File: config.mk
export PLATFORM = sky130hd
export DESIGN_NAME = sparse_pe
export DESIGN_NICKNAME = d
export VERILOG_FILES = /design/src/rtl/sparse_pe_pkg.sv /design/src/rtl/sparse_pe_mac.sv /design/src/rtl/sparse_pe.sv
export SDC_FILE = /design/constraint.sdc
export NUM_CORES = 2
export LEC_CHECK = 0
export ABC_AREA = 0
export BUFFER_PORTS_ARGS = -buffer_cell sky130_fd_sc_hd__buf_4
export CAP_MARGIN = 20
export CELL_PAD_IN_SITES_DETAIL_PLACEMENT = 0
export CELL_PAD_IN_SITES_GLOBAL_PLACEMENT = 1
export CORE_ASPECT_RATIO = 0.75
export CORE_MARGIN = 2
export CORE_UTILIZATION = 45
export CTS_CLUSTER_DIAMETER = 60
export CTS_CLUSTER_SIZE = 24
export DETAILED_ROUTE_END_ITERATION = 10
export GPL_TIMING_DRIVEN = 0
export PLACE_DENSITY = 0.85
export SYNTH_ARGS = -nofsm -noshare
export SYNTH_HDL_FRONTEND = slang
export SYNTH_SLANG_ARGS = --single-unit
export TNS_END_PERCENT = 30
File: constraint.sdc
create_clock -name i_clk -period 9.2 [get_ports i_clk]
set_input_delay 2.76 -clock i_clk [delete_from_list [all_inputs] [get_ports i_clk]]
set_output_delay 2.76 -clock i_clk [all_outputs]
set_load 0.01 [all_outputs]
File: src/rtl/sparse_pe_pkg.sv
// Shared types, constants and the requantisation helper for the sparse PE.
// The optional SPARSE_PE_RELU_EN macro is consumed by sparse_pe.sv.
package sparse_pe_pkg;

  localparam int DEF_IA_CH     = 8;
  localparam int DEF_K_OUT     = 16;
  localparam int DEF_DATA_W    = 8;
  localparam int DEF_ACC_W     = 24;
  localparam int DEF_OUT_SHIFT = 4;

  typedef logic [2:0] state_t;
  localparam state_t ST_IDLE  = 3'd0;
  localparam state_t ST_LOAD  = 3'd1;
  localparam state_t ST_PROC  = 3'd2;
  localparam state_t ST_FLUSH = 3'd3;
  localparam state_t ST_DONE  = 3'd4;

  // Fixed-width record so the typedef works for any DATA_W <= 16 / K_W < 16.
  typedef struct packed {
    logic               valid;
    logic signed [31:0] product;
    logic [15:0]        k;
  } s1_t;

  function automatic longint sat_shift(input longint acc, input int shift, input int dw);
    longint v;
    longint hi;
    longint lo;
    v  = acc >>> shift;
    hi = (longint'(1) <<< (dw - 1)) - 1;
    lo = -hi - 1;
    if (v > hi) v = hi;
    if (v < lo) v = lo;
    return v;
  endfunction

endpackage

File: src/rtl/sparse_pe_mac.sv
// Two-stage multiply/accumulate pipeline feeding a bank of K_OUT accumulators.
// Out-of-range output-channel beats flow through S1 and are dropped at S2.
module sparse_pe_mac
  import sparse_pe_pkg::*;
#(
  parameter  int K_OUT  = DEF_K_OUT,
  parameter  int DATA_W = DEF_DATA_W,
  parameter  int ACC_W  = DEF_ACC_W,
  localparam int K_W    = $clog2(K_OUT)
) (
  input  logic                     i_clk,
  input  logic                     i_rst,
  input  logic                     i_clr,
  input  logic                     i_valid,
  input  logic signed [DATA_W-1:0] i_w_data,
  input  logic                     i_tbl_valid,
  input  logic signed [DATA_W-1:0] i_tbl_data,
  input  logic [K_W:0]             i_k,
  output logic [K_OUT*ACC_W-1:0]   o_acc
);

  s1_t                       r_s1;
  logic signed [ACC_W-1:0]   r_acc [K_OUT];
  logic signed [2*DATA_W-1:0] w_mul;
  logic signed [2*DATA_W-1:0] w_prod;

  assign w_mul  = i_w_data * i_tbl_data;
  assign w_prod = i_tbl_valid ? w_mul : '0;

  always_ff @(posedge i_clk) begin
    if (i_rst) begin
      r_s1 <= '0;
    end else begin
      r_s1.valid <= i_valid;
      if (i_valid) begin
        r_s1.product <= 32'(w_prod);
        r_s1.k       <= 16'(i_k);
      end
    end
  end

  // Single-cycle read-modify-write, so consecutive beats to one k need no bypass.
  always_ff @(posedge i_clk) begin
    if (i_rst || i_clr) begin
      for (int k = 0; k < K_OUT; k++) r_acc[k] <= '0;
    end else if (r_s1.valid && (r_s1.k < 16'(K_OUT))) begin
      r_acc[r_s1.k[K_W-1:0]] <= r_acc[r_s1.k[K_W-1:0]] + ACC_W'(r_s1.product);
    end
  end

  always_comb begin
    o_acc = '0;
    for (int k = 0; k < K_OUT; k++) o_acc[k*ACC_W +: ACC_W] = r_acc[k];
  end

endmodule

File: src/rtl/sparse_pe.sv
// Sparse MAC processing element: FSM, dense IA table, weight handshake, OA register.
// Define SPARSE_PE_RELU_EN to clamp output activations at zero.
module sparse_pe
  import sparse_pe_pkg::*;
#(
  parameter  int IA_CH     = DEF_IA_CH,
  parameter  int K_OUT     = DEF_K_OUT,
  parameter  int DATA_W    = DEF_DATA_W,
  parameter  int ACC_W     = DEF_ACC_W,
  parameter  int OUT_SHIFT = DEF_OUT_SHIFT,
  localparam int C_W       = $clog2(IA_CH),
  localparam int K_W       = $clog2(K_OUT),
  localparam int LEN_W     = $clog2(IA_CH) + 1,
  localparam int WLEN_W    = 16
) (
  input  logic                    i_clk,
  input  logic                    i_rst,
  input  logic                    i_start,
  input  logic                    i_acc_clr,
  input  logic [IA_CH*DATA_W-1:0] i_ia_data,
  input  logic [IA_CH*C_W-1:0]    i_ia_c_idx,
  input  logic [LEN_W-1:0]        i_ia_len,
  input  logic [WLEN_W-1:0]       i_w_len,
  input  logic                    i_w_valid,
  output logic                    o_w_ready,
  input  logic [DATA_W-1:0]       i_w_data,
  input  logic [C_W-1:0]          i_w_c_idx,
  input  logic [K_W:0]            i_w_k_idx,
  output logic                    o_finish,
  output logic [K_OUT*DATA_W-1:0] o_oa
);

  state_t                  r_state;
  logic                    r_acc_clr;
  logic [WLEN_W-1:0]       r_w_len;
  logic [WLEN_W-1:0]       r_beat_cnt;
  logic [IA_CH*DATA_W-1:0] r_ia_data;
  logic [IA_CH*C_W-1:0]    r_ia_c_idx;
  logic [LEN_W-1:0]        r_ia_len;
  logic [IA_CH-1:0]        r_tbl_valid;
  logic [DATA_W-1:0]       r_tbl_data [IA_CH];
  logic                    r_flush_cnt;
  logic                    r_finish;
  logic [K_OUT*DATA_W-1:0] r_oa;

  logic                    w_ready;
  logic                    w_accept;
  logic                    w_clr;
  logic [K_OUT*ACC_W-1:0]  w_acc;
  logic [K_OUT*DATA_W-1:0] w_oa;
  longint                  w_q;

  // Weight handshake: a beat transfers on any edge where i_w_valid && o_w_ready.
  assign w_ready   = (r_state == ST_PROC) && (r_beat_cnt < r_w_len);
  assign w_accept  = i_w_valid && w_ready;
  assign w_clr     = (r_state == ST_LOAD) && r_acc_clr;
  assign o_w_ready = w_ready;
  assign o_finish  = r_finish;
  assign o_oa      = r_oa;

  always_ff @(posedge i_clk) begin
    if (i_rst) begin
      r_state     <= ST_IDLE;
      r_acc_clr   <= 1'b0;
      r_w_len     <= '0;
      r_beat_cnt  <= '0;
      r_ia_data   <= '0;
      r_ia_c_idx  <= '0;
      r_ia_len    <= '0;
      r_flush_cnt <= 1'b0;
      r_finish    <= 1'b0;
      r_oa        <= '0;
    end else begin
      case (r_state)
        ST_IDLE: if (i_start) begin
          r_acc_clr  <= i_acc_clr;
          r_w_len    <= i_w_len;
          r_ia_data  <= i_ia_data;
          r_ia_c_idx <= i_ia_c_idx;
          r_ia_len   <= i_ia_len;
          r_state    <= ST_LOAD;
        end
        ST_LOAD: begin
          r_beat_cnt  <= '0;
          r_flush_cnt <= 1'b0;
          r_state     <= (r_w_len != '0) ? ST_PROC : ST_FLUSH;
        end
        ST_PROC: begin
          if (w_accept) r_beat_cnt <= r_beat_cnt + 1'b1;
          if (r_beat_cnt == r_w_len) r_state <= ST_FLUSH;
        end
        ST_FLUSH: if (r_flush_cnt) begin
          r_oa     <= w_oa;
          r_finish <= 1'b1;
          r_state  <= ST_DONE;
        end else begin
          r_flush_cnt <= 1'b1;
        end
        ST_DONE: if (!i_start) begin
          r_finish <= 1'b0;
          r_state  <= ST_IDLE;
        end
        default: r_state <= ST_IDLE;
      endcase
    end
  end

  // Later entries overwrite earlier ones on duplicate c_idx; lengths above IA_CH clamp naturally.
  always_ff @(posedge i_clk) begin
    if (i_rst) begin
      r_tbl_valid <= '0;
    end else if (r_state == ST_LOAD) begin
      r_tbl_valid <= '0;
      for (int j = 0; j < IA_CH; j++) begin
        if (j < int'(r_ia_len)) begin
          r_tbl_valid[r_ia_c_idx[j*C_W +: C_W]] <= 1'b1;
          r_tbl_data[r_ia_c_idx[j*C_W +: C_W]]  <= r_ia_data[j*DATA_W +: DATA_W];
        end
      end
    end
  end

  sparse_pe_mac #(
    .K_OUT  (K_OUT),
    .DATA_W (DATA_W),
    .ACC_W  (ACC_W)
  ) u_mac (
    .i_clk       (i_clk),
    .i_rst       (i_rst),
    .i_clr       (w_clr),
    .i_valid     (w_accept),
    .i_w_data    (i_w_data),
    .i_tbl_valid (r_tbl_valid[i_w_c_idx]),
    .i_tbl_data  (r_tbl_data[i_w_c_idx]),
    .i_k         (i_w_k_idx),
    .o_acc       (w_acc)
  );

  always_comb begin
    w_oa = '0;
    w_q  = 0;
    for (int k = 0; k < K_OUT; k++) begin
      w_q = sat_shift(longint'($signed(w_acc[k*ACC_W +: ACC_W])), OUT_SHIFT, DATA_W);
`ifdef SPARSE_PE_RELU_EN
      if (w_q < 0) w_q = 0;
`else
      w_q = w_q;
`endif
      w_oa[k*DATA_W +: DATA_W] = w_q[DATA_W-1:0];
    end
  end

endmodule

==> run_results.csv <==
group,metric,value,unit
critical_path,cp_cell_sequence,"clkbuf_1, clkbuf_2, mux4_2, mux2i_1, nand2b_1, fa_1, fa_1, inv_1, fa_1, inv_1, fa_1, inv_1, ha_1, o21ai_0, o21bai_1, o31ai_1, o21ai_0, o31ai_1, xnor2_1, o41ai_1",
logic_synthesis,async_flop_share,0,%
critical_path,r2r_slack,1920,ps
route,wire_per_inst,29.35,µm
finish,finish.utilization,51.91,%
global_route,grt_remaining_overflow,0,
power_and_ir_drop,p_leak,16.15,nW
logic_synthesis,synthesis.area,39640,µm²
floorplan,rows,94,
sta,finalMaxSlewViolations,0,
sta,fmaxAchievable,114.3,MHz
placement,pre_cts_ws,-466.1,ps
logic_synthesis,yosys_warnings,0,
floorplan,coreArea,87500,µm²
floorplan,dieArea,90490,µm²
logic_synthesis,synthMuxAreaShare,9.770,%
finish,layout.cells.non_filler,5582,
global_route,grtUsageTotal,35.20,%
run_status,status,"completed",
logic_synthesis,synth-simple-area-share,17.80,%
global_route,grt_start_max_net_pins,26,
clock_network,cts_tree,"yes",
global_route,grt_use_met2,43.14,%
clock_network,cts_buffers,48,
global_route,met1_usage,54.02,%
logic_synthesis,synthesis.nets,4299,
clock_network,clockRootBuffer,"clkbuf_16",
global_route,grt_pass1_vias,31850,
critical_path,endpoint_kind,"register",
route,route.detailed.drc,0,
placement,numPlacedInstances,5470,
worst_hold_path,min_path_type,"reg -> reg",
critical_path,crit_type,"in -> reg",
finish,layout_commonest_cell,"nand2_1",
clock_network,clk_pin_slew_worst_paths,90,ps
global_route,use_met3,17.61,%
critical_path,rr_endpoint,"u_mac.r_acc[0][18]",
sta,rsz0062_at_grt,"false",
sta,finClkSkew,33.11,ps
route,routed_via_density,6.378,
logic_synthesis,synth_xor_area_share,0.7734,%
finish,fin_nets,4643,
finish,drive_above_1_share,13.10,%
global_route,grt_antenna_before_repair,11,
global_route,grt_first_pass_wirelength,229200,µm
critical_path,critPathCapture,"u_mac.r_s1[31]",
floorplan,pin_count,259,
logic_synthesis,synth_edf_count,448,
sta,period_share,95.08,%
logic_synthesis,yosys_register_bits,740,
logic_synthesis,syn-instance-count,4045,
power_and_ir_drop,total_power,8.418,mW
worst_hold_path,hold-path-cell-count,2,
route,wirelength,163800,µm
critical_path,critPathMaxFanout,10,
critical_path,worstSetupStartpointType,"input port",
logic_synthesis,synth_top_family_by_area,"simple AND/OR/NAND/NOR gates",
sta,whs,455.2,ps
floorplan,initial_core_util,45.30,%
sta,hold_violations,0,
logic_synthesis,ys_seq_area_share,48.69,%
route,drtIter0Drc,6381,
critical_path,rr_worst_depth,16,
critical_path,critPathMaxStageDelay,660,ps
critical_path,cp_slowest_cell,"clkbuf_1",
critical_path,arrival,9300,ps
placement,hpwl,127800,µm
sta,setup_slack,452.7,ps
route,vias,35600,
global_route,top_usage_layer,"met1",
logic_synthesis,syn_area_per_cell,9.799,µm²
power_and_ir_drop,ir_drop,0.2566,mV
sta,fin_crit,8747,ps
power_and_ir_drop,power_density,185.3,nW/µm²
finish,layout_common_cells,"nand2_1 (566), nor2_1 (530), edfxtp_1 (448)",
clock_network,htreeDepth,2,
floorplan,die_h,261.0,µm
finish,synthToLayoutAreaGrowth,14.60,%
placement,gp_congestion,1.057,
logic_synthesis,synth_compound_area_share,13.79,%
clock_network,cts.sinks,740,
flow_run,drv_cap,0,
clock_network,post-cts-setup-buffers,0,
logic_synthesis,post_synth_num_cell_types,75,
clock_network,worstSkewPairLatency,670,ps
sta,slew_headroom,19.53,%
sta,setup_viol,0,
critical_path,crit_required,9760,ps
logic_synthesis,synth-main-ff-cell,"edfxtp_1",
critical_path,cpMostUsedCell,"fa_1",
floorplan,die_x,346.7,µm
clock_network,cts_buffer_depth,3,
critical_path,critPathLaunch,"i_w_c_idx[1]",
sta,worstMarginPinSlew,1198,ps
placement,io_buffers,254,
route,drt_pass1_iterations,6,
logic_synthesis,synth_fa_ha_area_share,5.007,%
route,ant_nets,0,
==> per-stage QoR <==
step	cell area, µm²	TNS [ps]
after floorplan	39640	0
after global placement	42980	-1541
after detailed placement	43260	-1729
after CTS	45000	0
after global routing	45420	0
final	45420	0
==> area by class of cell <==
cell class	instances	area (µm²)
Fill cell	8054	42080
Sequential cell	740	19300
Multi-Input combinational cell	2881	18690
Timing Repair Buffer	294	2586
Tap cell	1152	1441
Clock buffer	61	1334
Buffer	304	1205
Inverter	120	450.4
Clock inverter	29	410.4
Antenna cell	1	2.502
==> Yosys cell counts, types with 56 or more instances <==
cell type / instances / area [µm²]
nor4_1: 58 / 362.9
dfxtp_1: 292 / 5846
ha_1: 69 / 863.3
clkbuf_1: 234 / 878.3
mux2i_1: 73 / 730.7
edfxtp_1: 448 / 13450
nand4_1: 62 / 387.9
nor2_1: 530 / 1989
a21oi_1: 413 / 2067
inv_1: 119 / 446.7
a31oi_1: 62 / 387.9
mux4_2: 138 / 3108
nand2_1: 566 / 2125
o21ai_0: 199 / 996.0
nand3_1: 78 / 390.4
fa_1: 56 / 1121
==> power breakdown <==
group / switching, mW / total, mW / internal (mW)
logic: 1.44 / 2.16 / 0.722
registers: 0.113 / 3.76 / 3.65
clock network: 1.35 / 2.49 / 1.14
total: 2.91 / 8.42 / 5.51
==> worst max-delay path: cells and delay by family <==
| family | cells | cell delay, ps |
|---|---|---|
| AOI/OAI and AO/OA | 6 | 1330 |
| xor gates and xnor gates | 1 | 230 |
| adders and majority gates | 5 | 2440 |
| buffers and inverters | 5 | 1300 |
| muxes | 2 | 1020 |
| and+or+nand+nor | 1 | 210 |
==> metal layers <==
| layer | share of wire, % | vias to the layer above |
|---|---|---|
| li1 | - | 15340 |
| met1 | 43 | 17440 |
| met2 | 36 | 2585 |
| met3 | 19 | 230 |
| met4 | 2.2 | 6 |
| met5 | 0.089 | - |
==> sequential cells by signal, indices dropped and copies added, names as in the netlist, named ones only <==
register     flops
r_ia_data       64
r_w_len         16
u_mac.r_s1      22
u_mac.r_acc    384
r_tbl_data      64
r_ia_len         4
r_state          3
r_beat_cnt      16
o_oa           128
r_ia_c_idx      24
o_finish         1
r_flush_cnt      1
r_acc_clr        1
r_tbl_valid      8
==> worst min path at each step <==
stage / startpoint / to / slack (ps)
after floorplan: r_tbl_valid[2] / r_tbl_valid[2] / 420
after global placement: r_tbl_valid[2] / r_tbl_valid[2] / 430
after detailed placement: r_tbl_valid[2] / r_tbl_valid[2] / 440
after CTS: o_oa[76] / o_oa[76] / 460
after global routing: o_oa[77] / o_oa[77] / 480
final: o_oa[76] / o_oa[76] / 460
==> timing repair <==
action	CTS	global route
hold buffers	0	0
endpoints found under the setup margin	0	5
gates resized for setup	0	6
==> cells by family after synthesis <==
group | after synthesis
buf+inv | 424
fa+ha+maj | 125
simple gates | 1560
compound gates | 947
xor+xnor | 35
flops | 740
mux | 214
Note: power is estimated with default switching activity, not from simulation.
